### config.mk
export PLATFORM = sky130hd
export DESIGN_NAME = capture_csr_bank_flat
export DESIGN_NICKNAME = d
export VERILOG_FILES = /design/src/rtl/capture_csr_bank_if.sv /design/src/rtl/capture_csr_bank.sv /design/src/flat_wrapper.sv
export SDC_FILE = /design/constraint.sdc
export NUM_CORES = 1
export LEC_CHECK = 0
export ABC_CLOCK_PERIOD_IN_PS = 6200
export CAP_MARGIN = 10
export CORE_MARGIN = 4
export CORE_UTILIZATION = 52
export CTS_CLUSTER_DIAMETER = 80
export CTS_CLUSTER_SIZE = 8
export DETAILED_ROUTE_END_ITERATION = 7
export PLACE_DENSITY = 0.81
export SLEW_MARGIN = 15
export SYNTH_ARGS = -nofsm -noshare
export SYNTH_HDL_FRONTEND = slang
export SYNTH_SLANG_ARGS = --single-unit
### constraint.sdc
create_clock -name clk -period 6.2 [get_ports clk]
set_clock_uncertainty 0.15 [all_clocks]
set_input_delay 1.24 -clock clk [delete_from_list [all_inputs] [get_ports clk]]
set_output_delay 1.24 -clock clk [all_outputs]
set_load 0.005 [all_outputs]
### src/rtl/capture_csr_bank_if.sv
// Avalon-MM slave bus bundle for capture_csr_bank: word address, single-cycle
// read/write strobes, byte lanes and registered read data with readdatavalid.
interface capture_csr_bank_if #(
  parameter int N      = 32,
  parameter int ADDR_W = 4
);
  logic [ADDR_W-1:0] address;
  logic              read;
  logic              write;
  logic [N/8-1:0]    byteenable;
  logic [N-1:0]      writedata;
  logic [N-1:0]      readdata;
  logic              readdatavalid;

  modport master (
    output address, read, write, byteenable, writedata,
    input  readdata, readdatavalid
  );

  modport slave (
    input  address, read, write, byteenable, writedata,
    output readdata, readdatavalid
  );
endinterface

### src/rtl/capture_csr_bank.sv
// Multi-channel CSR bank for the packet-capture datapath: config, live status,
// sticky W1C event flags, masked level irq. CSR_TIMESTAMP_EN adds cycle/done timestamps.
module capture_csr_bank #(
  parameter int          N       = 32,
  parameter int          NUM_CH  = 2,
  parameter int          ADDR_W  = 4,
  parameter logic [31:0] VERSION = 32'h0001_0000
) (
  input  logic                clk,
  input  logic                reset,
  capture_csr_bank_if.slave   bus,
  output logic                irq,
  input  logic [NUM_CH-1:0]   ch_busy,
  input  logic [NUM_CH-1:0]   ch_done,
  input  logic [NUM_CH-1:0]   ch_wrap,
  input  logic [NUM_CH*N-1:0] ch_last_write_addr,
  output logic                out_enable,
  output logic [NUM_CH*N-1:0] out_buf_start,
  output logic [NUM_CH*N-1:0] out_buf_size
);
  localparam int NF = 2 * NUM_CH;

  logic          r_enable;
  logic [NF-1:0] r_status;
  logic [NF-1:0] r_mask;
  logic          r_irq;
  logic [N-1:0]  r_readdata;
  logic          r_rdvalid;
  logic [N-1:0]  r_buf_start [NUM_CH];
  logic [N-1:0]  r_buf_size  [NUM_CH];
  logic [N-1:0]  r_pkt_cnt   [NUM_CH];
`ifdef CSR_TIMESTAMP_EN
  logic [N-1:0]  r_cycle;
  logic [N-1:0]  r_done_ts   [NUM_CH];
`endif

  logic [31:0]   w_addr;
  logic [N-1:0]  w_be_mask;
  logic          w_wr_ctrl;
  logic          w_soft_clr;
  logic [NF-1:0] w_set;
  logic [NF-1:0] w_clr;
  logic [N-1:0]  w_rd_data;

  assign w_addr     = 32'(bus.address);
  assign w_wr_ctrl  = bus.write && (w_addr == 32'd0);
  assign w_soft_clr = w_wr_ctrl && bus.writedata[1];

  always_comb begin
    w_be_mask = '0;
    for (int b = 0; b < N/8; b++) w_be_mask[b*8 +: 8] = {8{bus.byteenable[b]}};
  end

  always_comb begin
    w_set = '0;
    for (int c = 0; c < NUM_CH; c++) begin
      w_set[2*c]   = ch_done[c];
      w_set[2*c+1] = ch_wrap[c];
    end
  end

  // Set is OR-ed in after the clear, so a coincident event wins over W1C.
  assign w_clr = w_soft_clr ? '1 :
                 (bus.write && (w_addr == 32'd1)) ? bus.writedata[NF-1:0] : '0;

  always_comb begin
    w_rd_data = '0;
    if (w_addr == 32'd0) begin
      w_rd_data[0]             = r_enable;
      w_rd_data[N-1 -: NUM_CH] = ch_busy;
    end else if (w_addr == 32'd1) begin
      w_rd_data[NF-1:0] = r_status;
    end else if (w_addr == 32'd2) begin
      w_rd_data[NF-1:0] = r_mask;
    end else if (w_addr == 32'd3) begin
`ifdef CSR_TIMESTAMP_EN
      w_rd_data = r_cycle;
`else
      w_rd_data = N'(VERSION);
`endif
    end
    for (int c = 0; c < NUM_CH; c++) begin
      if (w_addr == 32'(4 + 4*c))     w_rd_data = r_buf_start[c];
      if (w_addr == 32'(4 + 4*c + 1)) w_rd_data = r_buf_size[c];
      if (w_addr == 32'(4 + 4*c + 2)) w_rd_data = ch_last_write_addr[c*N +: N];
      if (w_addr == 32'(4 + 4*c + 3)) w_rd_data = r_pkt_cnt[c];
`ifdef CSR_TIMESTAMP_EN
      if (w_addr == 32'(4 + 4*NUM_CH + c)) w_rd_data = r_done_ts[c];
`endif
    end
  end

  always_ff @(posedge clk) begin
    if (!reset) begin
      r_enable   <= 1'b0;
      r_status   <= '0;
      r_mask     <= '0;
      r_irq      <= 1'b0;
      r_readdata <= '0;
      r_rdvalid  <= 1'b0;
      for (int c = 0; c < NUM_CH; c++) begin
        r_buf_start[c] <= '0;
        r_buf_size[c]  <= '0;
        r_pkt_cnt[c]   <= '0;
      end
`ifdef CSR_TIMESTAMP_EN
      r_cycle <= '0;
      for (int c = 0; c < NUM_CH; c++) r_done_ts[c] <= '0;
`endif
    end else begin
      if (w_wr_ctrl && bus.byteenable[0]) r_enable <= bus.writedata[0];
      r_status <= (r_status & ~w_clr) | w_set;
      if (bus.write && (w_addr == 32'd2))
        r_mask <= (r_mask & ~w_be_mask[NF-1:0]) | (bus.writedata[NF-1:0] & w_be_mask[NF-1:0]);
      r_irq     <= |(r_status & r_mask);
      r_rdvalid <= bus.read;
      if (bus.read) r_readdata <= w_rd_data;
      for (int c = 0; c < NUM_CH; c++) begin
        if (bus.write && (w_addr == 32'(4 + 4*c)))
          r_buf_start[c] <= (r_buf_start[c] & ~w_be_mask) | (bus.writedata & w_be_mask);
        if (bus.write && (w_addr == 32'(4 + 4*c + 1)))
          r_buf_size[c] <= (r_buf_size[c] & ~w_be_mask) | (bus.writedata & w_be_mask);
        // A clear coinciding with a done pulse still counts that packet.
        if (w_soft_clr || (bus.write && (w_addr == 32'(4 + 4*c + 3))))
          r_pkt_cnt[c] <= ch_done[c] ? N'(1) : '0;
        else if (ch_done[c] && (r_pkt_cnt[c] != '1))
          r_pkt_cnt[c] <= r_pkt_cnt[c] + N'(1);
      end
`ifdef CSR_TIMESTAMP_EN
      r_cycle <= r_cycle + N'(1);
      for (int c = 0; c < NUM_CH; c++)
        if (ch_done[c]) r_done_ts[c] <= r_cycle;
`endif
    end
  end

  assign bus.readdata      = r_readdata;
  assign bus.readdatavalid = r_rdvalid;
  assign irq               = r_irq;
  assign out_enable        = r_enable;

  for (genvar c = 0; c < NUM_CH; c++) begin : g_out
    assign out_buf_start[c*N +: N] = r_buf_start[c];
    assign out_buf_size[c*N +: N]  = r_buf_size[c];
  end
endmodule

### src/flat_wrapper.sv
// flat-port wrapper written by rule: the top's interface ports become plain ports
module capture_csr_bank_flat 
#(
  parameter int          N       = 32,
  parameter int          NUM_CH  = 2,
  parameter int          ADDR_W  = 4,
  parameter logic [31:0] VERSION = 32'h0001_0000
)
  (clk, reset, irq, ch_busy, ch_done, ch_wrap, ch_last_write_addr, out_enable, out_buf_start, out_buf_size, bus_address, bus_read, bus_write, bus_byteenable, bus_writedata, bus_readdata, bus_readdatavalid);
  capture_csr_bank_if #(.N(N), .ADDR_W(ADDR_W)) bus_i ();
  input  logic clk;
  input  logic reset;
  output logic irq;
  input  logic [NUM_CH-1:0] ch_busy;
  input  logic [NUM_CH-1:0] ch_done;
  input  logic [NUM_CH-1:0] ch_wrap;
  input  logic [NUM_CH*N-1:0] ch_last_write_addr;
  output logic out_enable;
  output logic [NUM_CH*N-1:0] out_buf_start;
  output logic [NUM_CH*N-1:0] out_buf_size;
  input wire logic [$bits(bus_i.address)-1:0] bus_address;
  input wire logic [$bits(bus_i.read)-1:0] bus_read;
  input wire logic [$bits(bus_i.write)-1:0] bus_write;
  input wire logic [$bits(bus_i.byteenable)-1:0] bus_byteenable;
  input wire logic [$bits(bus_i.writedata)-1:0] bus_writedata;
  output wire logic [$bits(bus_i.readdata)-1:0] bus_readdata;
  output wire logic [$bits(bus_i.readdatavalid)-1:0] bus_readdatavalid;
  assign bus_i.address = bus_address;
  assign bus_i.read = bus_read;
  assign bus_i.write = bus_write;
  assign bus_i.byteenable = bus_byteenable;
  assign bus_i.writedata = bus_writedata;
  assign bus_readdata = bus_i.readdata;
  assign bus_readdatavalid = bus_i.readdatavalid;
  capture_csr_bank #(.N(N), .NUM_CH(NUM_CH), .ADDR_W(ADDR_W), .VERSION(VERSION)) u_core (.clk(clk), .reset(reset), .bus(bus_i), .irq(irq), .ch_busy(ch_busy), .ch_done(ch_done), .ch_wrap(ch_wrap), .ch_last_write_addr(ch_last_write_addr), .out_enable(out_enable), .out_buf_start(out_buf_start), .out_buf_size(out_buf_size));
endmodule
# After elaboration in Yosys (flattened, before gate mapping)
# Memories as Yosys holds them, arrays and structs flattened.
# Cells that the tools add are included.
[totals]
ff_bits = 43
ram_bits = 192
input_bits = 114
elab_cells = 122
n_memories = 3
[memory_table]
columns = ["name", "depth", "word_bits", "read_ports", "rd_clocked_by_memory_dff", "wr", "line_no", "source"]
rows = [
  ["u_core.r_buf_size", 2, 32, 2, 0, 2, "capture_csr_bank.sv:30", "logic [N-1:0] r_buf_size [NUM_CH];"],
  ["u_core.r_buf_start", 2, 32, 2, 0, 2, "capture_csr_bank.sv:29", "logic [N-1:0] r_buf_start [NUM_CH];"],
  ["u_core.r_pkt_cnt", 2, 32, 2, 0, 2, "capture_csr_bank.sv:31", "logic [N-1:0] r_pkt_cnt [NUM_CH];"],
]
[op_classes]
add_sub_neg = 2
n_eq_ne = 13
mux = 55
n_bitwise = 26
reduce_logical = 17
[ops]
columns = ["operator", "count"]
rows = [
  ["two-way mux 32 bit", 16],
  ["AND 32 bit", 5],
  ["OR 32 bit", 4],
  ["adder 32 x 1 -> 32 bit (second input constant)", 2],
  ["!= test 32 bit (second input constant)", 2],
  ["two-way mux 28 bit", 2],
  ["zero test 32 bit", 1],
  ["NOT 32 bit", 1],
  ["two-way mux 1 bit", 30],
  ["two-way mux 29 bit", 1],
  ["two-way mux 17 bit", 1],
  ["AND 4 bit", 4],
  ["== test 4 x 3 -> 1 bit (second input constant)", 4],
  ["== test 4 bit (second input constant)", 4],
  ["two-way mux 4 bit", 4],
  ["logical AND 1 bit", 13],
  ["== test 4 x 2 -> 1 bit (second input constant)", 2],
  ["NOT 4 bit", 2],
  ["OR 1 bit", 8],
  ["OR 4 bit", 2],
  ["== test 4 x 1 -> 1 bit (second input constant)", 1],
  ["OR reduction 4 bit", 1],
  ["logical OR 1 bit", 2],
  ["two-way mux 2 bit", 1],
]

# Longest topological paths before layout
# Gate-level depths: netlist of run 1.
[depth]
ltp_word = 13
mapped_depth = 9
depth_no_buf = 6

# Worst setup path before layout of run 1
# No wires, ideal clock.
[synth_timing]
path_kind = "in2reg"
startpoint = "input bus_address[0]"
endpoint = "memory u_core.r_buf_start[0][0] (enable)"
setup_time_ns = 0.466
arrival_ns = 4.236
required_ns = 5.584
path_slack_ns = 1.348
path_stages = 5
n_path_buf = 2
cell_sequence = "buf_4 buf_2 nor2_1 nand2_1 o21ai_0"
[synth_rtl]
columns = ["element", "line_no", "source"]
rows = [
  ["start: declaration", "flat_wrapper.sv:21", "input wire logic [$bits(bus_i.address)-1:0] bus_address;"],
  ["end: declaration", "capture_csr_bank.sv:29", ""],
]

==> metrics.txt, run 1 <==
status complete, but fails checks; violated checks DRC; first-pass GRT wire length 69600 um; Fmax achieved 0.231 GHz; worst endpoint required time 6.24 ns; GRT Util Overall 33.3%; DRT Wirelength 46400 um; Clock Latency Late Sink 0.52 ns; FP Rows 57; EDFF count, synth 192; core area 0.0243 mm2; IO buf count 276; setup ws final 1.87 ns; crit path max fanout 31; layout cell share with drive strength beyond 1 7.14%; Synth Register Bits 235; Mapped Area 0.0129 mm2; max-cap viol count 0; Worst Path Arrival 4.37 ns; gr busiest metal met2; syn_area_per_cell 10.2 um2; max_slew headroom 22.0%; Setup CP Type primary input to flip-flop; ANT nets after route 0; Ports 277; Cell Chain, Critical Path clkdlybuf4s50_1, and4b_1, a221o_1, a31oi_2, nand2_2, nand2b_1, buf_4; Slew @ Worst Pin 1.17 ns; commonest non-fill, non-tap cell in the layout clkdlybuf4s50_1; Die ar. 0.0274 mm2; pwr dens 251 mW/mm2; total chip power 0.00424 W; Post-route DRC 6; Final min period 4.33 ns; Placer Congestion 0.936; Sw Share 25.8%; Post-DP HPWL 31900 um; CP delay by family, top simple AND/OR/NAND/NOR gates; Final Hold Vio Count 0; switching pwr 0.00109 W; Leak 6.11 nW; HP Class flip-flop to flip-flop; via/cell ratio 6.44; met1 Track Usage GR 46.2%; Pint 0.00315 W; critical path startpoint category primary input; Die W 165 um; Via Count 12000; Reg power frac 45.0%; hold-fix buffers at CTS 0; clk slew on worst S/H paths 0.05 ns; combinational fraction of design power 12.8%; TNS Setup 0 ns; VDD IR max 0.000186 V; commonest non-fill, non-tap cells in the layout 273 x clkdlybuf4s50_1, 192 x edfxtp_1, 149 x a21oi_1; fin nets 1631; worst slack, placed 1.47 ns; synthesized instance count 1269; Crit path buffers/inverters 2; # clock sinks 235; H-Tree Depth 2; met2 Use GR 51.4%; CP max-delay cell clkdlybuf4s50_1; Root Buffer clkbuf_16; Post-Syn Nets 1385; # diodes 0; ys flop type edfxtp_1; pin count of the biggest net entering global routing 51; CTS tree done; vias in the first global route 11700; post_cts resized 0; Crit. End Element flip-flop; CP max stage delay 0.85 ns; initial antenna violation count 0; Die H 165 um; RSZ-0062 raised after global routing no; synth unique cells 74; met3 usage 7.74%; CTS max path bufs 3; CTS buffer count 35; Ys Warns 0; Routed WL per cell 24.9 um; part of the cycle the worst path needs 69.9%; Clk pwr share 42.2%; register area share after synthesis 51.4%; drt pass-1 iters 8; Finish-stage setup viols 0; Max Slew Vio Count 0; ys async rst share 0%; DR iter-0 viols 1652; synth-to-layout area growth 31.2%; global route total overflow 0; Starting Density 53.0%; post-CTS setup buffers 0
==> metal layers <==
metal | vias up | part of all wire, %
met5 | - | 0
met4 | 0 | 3.7
met3 | 136 | 13
met2 | 896 | 46
met1 | 5749 | 38
li1 | 5219 | -
==> registers in the layout (all words and copies together) (netlist names), named ones only <==
register                  flops
u_core.bus.readdata          32
u_core.bus.readdatavalid      1
u_core.irq                    1
u_core.out_enable             1
u_core.r_buf_size            64
u_core.r_buf_start           64
u_core.r_pkt_cnt             64
u_core.r_status               4
==> path summary, 6_finish.rpt <==
path | slack [ns] | endpoint | startpoint | cells after the start
setup / recovery | 1.87 | u_core.r_pkt_cnt[1][30] | bus_address[3] | 7
hold / removal | 0.32 | u_core.bus.readdata[27] | u_core.bus.readdata[27] | 2
setup reg to reg | 2.94 | u_core.r_pkt_cnt[1][30] | u_core.r_pkt_cnt[1][0] | 7
hold reg to reg | 0.32 | u_core.bus.readdata[27] | u_core.bus.readdata[27] | 2
==> area by class of cell <==
type / count / area, um2
tap: 324 / 405
timing repair buffer: 300 / 2940
inverter: 9 / 33.8
multi-input combinational: 934 / 5890
fill: 1832 / 7410
clock inverter: 3 / 32.5
sequential: 235 / 6630
clock buffer: 59 / 987
==> worst min-delay path: stages (launching register included) <==
cell and delay [ns]:
dfxtp_1 0.33, nand2_1 0.05, o31ai_1 0.05
==> cells in the mapped netlist, types with 4 or more instances <==
library cell	number	share of area, %
o22ai_1	23	1.1
a221oi_1	4	0.27
dfxtp_1	43	6.7
buf_4	5	0.29
mux2i_1	21	1.6
o211ai_1	4	0.23
o21ai_0	51	2.0
a31oi_1	10	0.49
a21oi_1	149	5.8
xor2_1	31	2.1
nor2_2	6	0.29
edfxtp_1	192	45
nand2_1	102	3.0
buf_6	4	0.35
a21o_1	37	2.2
nor2b_1	5	0.24
a22o_1	18	1.2
clkbuf_1	52	1.5
nor4_2	4	0.39
nand3_1	22	0.85
o21a_1	5	0.29
nor2_1	97	2.8
nand2b_1	135	6.6
nor4_1	4	0.19
and3_1	12	0.58
and2_1	4	0.19
a22oi_1	33	1.9
buf_2	27	1.0
a211oi_1	6	0.35
nand4_1	21	1.0
and4_1	6	0.41
nor3_1	15	0.58
inv_1	8	0.23
xnor2_1	29	2.0
a222oi_1	16	1.2
o31ai_1	4	0.23
==> power groups by stage <==
| stage | combinational (W) | clock (W) | sequential (W) |
|---|---|---|---|
| floorplan | 0.000249 | 0 | 0.00190 |
| global placement | 0.000523 | 0 | 0.00193 |
| detailed placement | 0.000530 | 0 | 0.00193 |
| CTS | 0.000535 | 0.00179 | 0.00190 |
| global route | 0.000577 | 0.00186 | 0.00192 |
| finish | 0.000542 | 0.00179 | 0.00191 |
==> metrics by stage <==
step | std cells | instance area [um2] | utilization, % | hold WS, ns
6_report | 1864 | 16900 | 69.5 | 0.315
2_1_floorplan | 1269 | 12900 | - | 0.299
5_1_grt | 1864 | 16900 | 69.5 | 0.342
4_1_cts | 1864 | 16900 | 69.6 | 0.311
3_3_place_gp | 1802 | 15900 | 65.4 | 0.294
3_5_place_dp | 1802 | 15900 | 65.4 | 0.295
==> cells by family after synthesis <==
kind of cell | share of synthesized area [%]
AOI/OAI and AO/OA | 18.7
muxes | 2.42
buffers and inverters | 3.55
and+or+nand+nor | 19.7
adders and majority gates | 0.194
xor gates and xnor gates | 4.08
DFF | 51.4
No activity file was read; power rests on OpenSTA's default activity.
==> inputs of run 2 (changes only) <==
ABC_CLOCK_PERIOD_IN_PS = 4050   (was 6200)
clock period = 4.05 ns   (was 6.2 ns; I/O delays follow)
==> run 2 against run 1 <==
- the flow now finishes without violations
- non-clock buffer count up 22
- critical path depth is the same
- die area unchanged
- design area rose by 0.81%
- count of clock-buffer cells in the layout increased by 1
- hold slack improved by 0.010 ns
- critical path type unchanged
==> metrics.txt, run 2 (synthesis gave the netlist of run 1 again) <==
# diodes 0; CTS buffer count 35; post_cts resized 0; Final Hold Vio Count 0; Starting Density 53.0%; Reg2Reg Setup Slack 1.23 ns; HP Class flip-flop to flip-flop; commonest non-fill, non-tap cells in the layout 274 x clkdlybuf4s50_1, 192 x edfxtp_1, 149 x a21oi_1; worst endpoint required time 4.33 ns; CTS max path bufs 3; Clock Latency Late Sink 0.51 ns; Slew @ Worst Pin 1.06 ns; initial antenna violation count 0; combinational fraction of design power 13.0%; vias in the first global route 11700; status completed; reg2reg start u_core.r_pkt_cnt[1][3]; IO buf count 276; part of the cycle the worst path needs 76.2%; CTS tree done; Regs by FF count u_core.r_buf_size (64), u_core.r_buf_start (64), u_core.r_pkt_cnt (64); post-CTS setup buffers 0; Leak 6.20 nW; met3 usage 7.05%; Fmax achieved 0.324 GHz; DR iter-0 viols 1857; fin nets 1653; gr busiest metal met2; Root Buffer clkbuf_16; Via Count 12100; total chip power 0.00645 W; max-cap viol count 0; met1 Track Usage GR 44.7%; RSZ-0062 raised after global routing no; max_slew headroom 28.8%; first-pass GRT wire length 68800 um; crit path max fanout 22; Ports 277; met2 Use GR 52.6%; DRT Wirelength 46200 um; Reg power frac 45.4%; Die W 165 um; # clock sinks 235; Placer Congestion 0.930; pwr dens 378 mW/mm2; GRT Util Overall 32.8%; layout cell share with drive strength beyond 1 8.26%; Pint 0.00479 W; synth-to-layout area growth 32.3%; Die ar. 0.0274 mm2; Post-DP HPWL 32400 um; Max Slew Vio Count 0; Sw Share 25.8%; via/cell ratio 6.43; H-Tree Depth 2; ANT nets after route 0; hold-fix buffers at CTS 0; CP startpoint bus_address[2]; Finish-stage setup viols 0; Worst Path Arrival 3.36 ns; Final min period 3.08 ns; Routed WL per cell 24.5 um; TNS Setup 0 ns; Crit. End Element flip-flop; global route total overflow 0; setup ws final 0.965 ns; clk slew on worst S/H paths 0.06 ns; commonest non-fill, non-tap cell in the layout clkdlybuf4s50_1; Setup CP Type primary input to flip-flop; Die H 165 um; core area 0.0243 mm2; VDD IR max 0.000266 V; hold path start u_core.bus.readdata[2]; pin count of the biggest net entering global routing 41; critical path startpoint category primary input; Core Util, Final 70.1%; FP Rows 57; Post-route DRC 0; worst slack, placed 0.439 ns; Clk pwr share 41.6%; drt pass-1 iters 6; switching pwr 0.00166 W
==> run 2: cell count changes in the layout (fill, tap and decap cells not counted), sizes merged <==
cell           before  now
clkinv              2    1
buf                27   48
clkbuf             59   60
clkdlybuf4s50     273  274
==> run 2: stage by stage <==
step	hold slack (ns)	cell area [um2]	cells
after floorplan	0.299	12900	1269
after global placement	0.309	16100	1824
after detailed placement	0.315	16100	1824
after CTS	0.325	17000	1886
after global routing	0.344	17000	1886
final	0.326	17000	1886
==> run 2: layout make-up <==
class	count	area, um2
clock buffers	60	970
fillers	1807	7270
inverters	9	33.8
flip-flops and latches	235	6630
clock inverters	2	16.3
well taps	324	405
repair buffers	322	3110
multi-input cells	934	5890
==> run 2: worst max-delay path, cell delays in order <==
cell             delay [ns]
clkdlybuf4s50_1        0.59
buf_4                  0.29
and3b_1                0.78
o21a_1                 0.26
a221oi_1               0.06
a221o_1                0.37
a41oi_1                0.19
==> run 2: power groups by stage <==
stage | Sequential [W] | Combinational, W | Clock, W
finish | 0.00293 | 0.000839 | 0.00268
global route | 0.00294 | 0.000891 | 0.00278
CTS | 0.00292 | 0.000827 | 0.00267
detailed placement | 0.00296 | 0.000820 | 0
global placement | 0.00296 | 0.000809 | 0
floorplan | 0.00291 | 0.000381 | 0
==> run 2: final timing paths <==
kind                             end  depth (start not counted)
min           u_core.bus.readdata[2]                          2
max          u_core.bus.readdata[30]                          7
max reg2reg  u_core.r_pkt_cnt[1][13]                          5
min reg2reg   u_core.bus.readdata[2]                          2
==> run 2: layer usage <==
| layer | up-vias | share of wire (%) |
|---|---|---|
| met5 | - | 0 |
| met4 | 0 | 3.3 |
| met3 | 130 | 13 |
| met2 | 916 | 47 |
| met1 | 5810 | 37 |
| li1 | 5262 | - |
